<file path="config.mk">
export PLATFORM = sky130hd
export DESIGN_NAME = gray_step_arbiter
export DESIGN_NICKNAME = d
export VERILOG_FILES = /design/src/rtl/gray_step_arbiter.sv
export SDC_FILE = /design/constraint.sdc
export NUM_CORES = 1
export LEC_CHECK = 0
export BUFFER_PORTS_ARGS = -buffer_cell sky130_fd_sc_hd__buf_4
export CAP_MARGIN = 20
export CORE_MARGIN = 1.5
export CORE_UTILIZATION = 55
export CTS_BUF_LIST = sky130_fd_sc_hd__clkbuf_8 sky130_fd_sc_hd__clkbuf_16
export CTS_CLUSTER_SIZE = 10
export DETAILED_ROUTE_END_ITERATION = 12
export PLACE_DENSITY = 0.81
export SYNTH_ARGS = -nofsm -noshare
export SYNTH_HDL_FRONTEND = slang
export SYNTH_SLANG_ARGS = --single-unit
export TNS_END_PERCENT = 100
</file>
<file path="constraint.sdc">
create_clock -name Clk -period 5.4 [get_ports Clk]
set_input_delay 0.27 -clock Clk [delete_from_list [all_inputs] [get_ports Clk]]
set_output_delay 0.27 -clock Clk [all_outputs]
set_load 0.02 [all_outputs]
</file>
<file path="src/rtl/gray_step_arbiter.sv">
// gray_step_arbiter: two-requester round-robin arbiter that steps a shared
// external 3-bit Gray counter for the winner's step count and reports the
// counter value and overflow when the count completes.
// Optional build macro GRAY_ARB_CHECK_EN adds a sticky Gray-sequence checker
// on CntOut (GrayErr); without it GrayErr is tied low.
//
// state | meaning
// IDLE  | waiting for a request; winner picked and steps latched on exit
// CLR   | one cycle clearing the shared counter
// RUN   | counter enabled once per cycle until Remaining runs out
// DONE  | result available; held DONE_HOLD cycles, pointer updated on exit
module gray_step_arbiter #(
   parameter int DONE_HOLD = 1
) (
   input  logic       Clk,
   input  logic       Reset,
   input  logic [1:0] Req,
   input  logic [2:0] Steps0,
   input  logic [2:0] Steps1,
   output logic [1:0] Gnt,
   output logic       Busy,
   output logic       Done,
   output logic [2:0] Result,
   output logic       Wrap,
   output logic       CntEn,
   output logic       CntReset,
   input  logic [2:0] CntOut,
   input  logic       CntOvf,
   output logic       GrayErr
);

   typedef enum logic [1:0] {
      IDLE = 2'd0,
      CLR  = 2'd1,
      RUN  = 2'd2,
      DONE = 2'd3
   } state_t;

   state_t     state;
   logic [3:0] remaining;
   logic [1:0] hold_cnt;
   logic [1:0] last_gnt;
   logic [2:0] result_q;
   logic       wrap_q;
   logic [1:0] win;
   logic [2:0] steps_sel;

   // Round-robin pick: a lone requester wins, on contention the one not served last
   always_comb begin
      win = 2'b00;
      case (Req)
         2'b01:   win = 2'b01;
         2'b10:   win = 2'b10;
         2'b11:   win = (last_gnt == 2'b01) ? 2'b10 : 2'b01;
         default: win = 2'b00;
      endcase
      steps_sel = win[1] ? Steps1 : Steps0;
   end

   // Sequencer: state, grant, step down-counter, hold timer and captured result
   always_ff @(posedge Clk) begin
      if (Reset) begin
         state     <= IDLE;
         Gnt       <= 2'b00;
         Busy      <= 1'b0;
         Done      <= 1'b0;
         CntEn     <= 1'b0;
         remaining <= 4'd0;
         hold_cnt  <= 2'd0;
         last_gnt  <= 2'b01;
         result_q  <= 3'd0;
         wrap_q    <= 1'b0;
      end else begin
         Done <= 1'b0;
         case (state)
            IDLE: begin
               if (win != 2'b00) begin
                  Gnt       <= win;
                  Busy      <= 1'b1;
                  remaining <= (steps_sel == 3'd0) ? 4'd8 : {1'b0, steps_sel};
                  state     <= CLR;
               end
            end
            CLR: begin
               CntEn <= 1'b1;
               state <= RUN;
            end
            RUN: begin
               remaining <= remaining - 4'd1;
               if (remaining == 4'd1) begin
                  CntEn    <= 1'b0;
                  Done     <= 1'b1;
                  hold_cnt <= 2'(DONE_HOLD - 1);
                  state    <= DONE;
               end
            end
            DONE: begin
               if (Done) begin
                  result_q <= CntOut;
                  wrap_q   <= CntOvf;
               end
               if (hold_cnt == 2'd0) begin
                  Gnt      <= 2'b00;
                  Busy     <= 1'b0;
                  last_gnt <= Gnt;
                  state    <= IDLE;
               end else begin
                  hold_cnt <= hold_cnt - 2'd1;
               end
            end
            default: state <= IDLE;
         endcase
      end
   end

   // The counter's last step lands on the DONE entry edge, so the first DONE
   // cycle passes CntOut/CntOvf straight through and the held copy takes over after.
   assign Result = Done ? CntOut : result_q;
   assign Wrap   = Done ? CntOvf : wrap_q;

   // Counter clears alongside the arbiter reset and during CLR
   assign CntReset = Reset | (state == CLR);

`ifdef GRAY_ARB_CHECK_EN
   logic [2:0] cnt_prev;
   logic       run_first;
   logic       gray_err_q;
   logic [2:0] cnt_diff;
   logic       chk_active;

   assign cnt_diff   = CntOut ^ cnt_prev;
   assign chk_active = ((state == RUN) && !run_first) || Done;

   // Sticky flag when a checked cycle sees CntOut move by other than one bit
   always_ff @(posedge Clk) begin
      if (Reset) begin
         cnt_prev   <= 3'd0;
         run_first  <= 1'b0;
         gray_err_q <= 1'b0;
      end else begin
         cnt_prev  <= CntOut;
         run_first <= (state == CLR);
         if (chk_active && (cnt_diff != 3'b001) && (cnt_diff != 3'b010) &&
             (cnt_diff != 3'b100))
            gray_err_q <= 1'b1;
      end
   end

   assign GrayErr = gray_err_q;
`else
   assign GrayErr = 1'b0;
`endif

endmodule

</file>
==> flow_summary.yaml <==
status:
  outcome: "finished clean"
drt:
  firstDrtPassIters: 4
  met3_length_microns: 119
  vias: 1080
  drtIter0Drc: 45
  drc: 0
  dr.max_layer_used: "met4"
  wl_met2_mm: 1.308
  final_antenna_net_count: 0
  avgViaCountPerCell: 5.745
  m1WireLength_mm: 1.168
  detail_route.wl_per_cell_microns: 13.84
  drt_wl_total_mm: 2.602
sta:
  period_minus_slack_ps: 2231
  finalHoldViolations: 0
  post-route-period-util_pct: 41.32
  slew_viol_final: 0
  max_freq_mhz: 448.2
  setup_ws_ps: 3169
  whs_ps: 319.0
  fin_skew_ps: 5.671
  tightest_slew_ps: 638.4
  maxSlewHeadroom_pct: 57.44
  fin_setup_tns_ps: 0
  setup_viol: 0
  rsz0062_at_grt: "false"
worst_setup_path:
  cp_cell_sequence: "inv_1, ha_1, nor2_1, or2_1, a2111oi_0, nor3_1"
  reg2reg_slack_ps: 3170
  r2r_end: "remaining[2]"
  r2r_start: "state[0]"
  path_class: "flip-flop to flip-flop"
  cpMaxStageDelayCell: "ha_1"
  path_max_fanout: 20
  cp.required_ps: 5540
  arrival_ps: 2370
  critPathCaptureType: "flip-flop"
  cpPeakStageDelay_ps: 580
  startpoint_type: "flip-flop"
  r2r_cells: 6
placed_design:
  finalWeightedCongestion: 0.8259
  io_buffer_count: 23
  dp.cells: 184
  pre_cts_ws_ps: 3227
  dp_hpwl_mm: 1.877
  placed_cell_area_sq_mm: 0.001310
clocking:
  cts_buffers: 3
  cts.clk_slew.worst_paths_ps: 80
  cts_max_level: 1
  clk_latency_ps: 260
  cts_root_buf: "clkbuf_8"
  cts_tree: "yes"
  clock_path_buffers: 2
  post_cts_buffers: 0
  cts_resized: 0
  cts_hold_buffers: 0
  cts.sinks: 19
logic_synthesis:
  yosys_warnings: 0
  syn_nets: 164
  synth_flop_cell: "dfxtp_1"
  synthTopCellsByArea: "dfxtp_1 33%, ha_1 8.7%, nor2_1 5.9%"
  synthTopCellsByCount: "19 x dfxtp_1, 18 x nor2_1, 12 x nor3_1"
  yosysTopAreaCell: "dfxtp_1"
  ys_seq_elements: 19
  async_flop_share_pct: 0
  yosysTopAreaCellShare_pct: 33.19
  yosysSeqAreaShare_pct: 33.19
  synthCells: 142
  synth_most_common_cell: "dfxtp_1"
  avgSynthCellArea_sq_um: 8.071
  ys_types: 41
  syn_area_sq_mm: 0.001146
  synth-edff-count: 0
worst_hold_path:
  min_from: "Steps0[1]"
  whs_path_depth: 3
  worstHoldPathType: "input pin to flip-flop"
  hold-path-endpoint: "remaining[1]"
floorplanning:
  ios: 25
  initial_core_util_pct: 58.42
  die_w_microns: 48.65
  rows: 16
  die_area_sq_mm: 0.002367
  coreArea_sq_mm: 0.001962
  die_h_microns: 48.65
power:
  p_sw_uw: 241.2
  power_density_mw_per_mm2: 433.4
  leakagePower_nw: 0.5821
  combPwrFrac_pct: 48.2
  netSwitchingFraction_pct: 41.04
  clockPowerShare_pct: 17.1
  p_int_uw: 346.6
  ir_worst_vdd_mv: 0.2466
  p_seq_share_pct: 34.7
  total_power_uw: 587.8
cells_and_area:
  drive_gt1_share_pct: 21.74
  area_growth_pct: 18.34
  n_antenna_cell: 0
  nets: 184
  finalCoreUtilization_pct: 69.13
  fin_area_sq_mm: 0.001356
  final_cells: 188
global_routing:
  grt_pass1_wl_mm: 4.491
  grt_max_degree: 23
  grt_overflow: 0
  grt_pass1_vias: 1010
  antenna_found_initial: 0
  grt_usage_pct: 23.44
run:
  cap_violations: 0
cells in the final DEF (no fill, tap or decap), types with 2 or more instances in the layout:
cell	synthesis	final
buf_4	1	23
mux2i_1	5	5
nand2_1	9	9
nor3_1	12	12
ha_1	8	8
a211oi_1	3	3
nor2b_1	3	3
nor2_1	18	18
inv_1	10	10
mux2_2	4	4
dfxtp_1	19	19
or3b_1	2	2
clkbuf_8	0	3
or2_1	2	2
a21oi_1	9	9
nand3_1	7	7
nand2b_1	2	2
cell families after synthesis:
logic type	after synthesis	synth area share, %
fa+ha+maj	8	8.734
buf+inv	19	7.314
simple gates	60	26.09
mux	9	8.297
other cells	1	0.3272
flops	19	33.19
compound gates	26	16.05
registers in the layout, indices dropped and copies added, names as in the netlist:
register and count:
hold_cnt 2, wrap_q 1, Gnt 2, Busy 1
Done 1, state 2, last_gnt 2, remaining 4
CntEn 1, result_q 3
area by class of cell:
cell class | instances | area [sq um]
clock buffer | 3 | 41.29
inverter | 11 | 41.29
clock inverter | 1 | 5.005
fill | 181 | 605.6
sequential | 19 | 380.4
tap | 27 | 33.78
timing repair buffer | 23 | 172.7
multi-input combinational | 104 | 681.9
layer usage:
| layer | vias to the layer above | GRT usage [%] |
|---|---|---|
| li1 | 530 | - |
| met1 | 515 | 32.36 |
| met2 | 33 | 39.04 |
| met3 | 2 | 3.395 |
| met4 | 0 | 4.762 |
| met5 | - | 0 |
worst max-delay path: cells and delay by family (launching register included):
kind            cells  cell delay, ps
compound gates      1             420
flops               1             350
buf+inv             1             120
fa+ha+maj           1             580
simple gates        3             640
worst max-delay path by stage:
| stage | cells after the start | from | to | slack (ps) |
|---|---|---|---|---|
| global placement | 6 | state[0] | remaining[2] | 3420 |
| detailed placement | 6 | state[0] | remaining[2] | 3230 |
| CTS | 6 | state[0] | remaining[2] | 3210 |
| global route | 6 | state[0] | remaining[2] | 2980 |
| finish | 6 | state[0] | remaining[2] | 3170 |
| floorplan | 7 | state[0] | remaining[2] | 3660 |
power by group through the flow:
stage                     combinational (mW)  sequential (mW)  clock [mW]
after floorplan                        0.204            0.211           0
after global placement                 0.267            0.204           0
after detailed placement               0.280            0.207           0
after CTS                              0.282            0.203       0.102
after global routing                   0.316            0.209       0.108
final                                  0.283            0.204       0.101
Power figures use the tool's default switching activity.
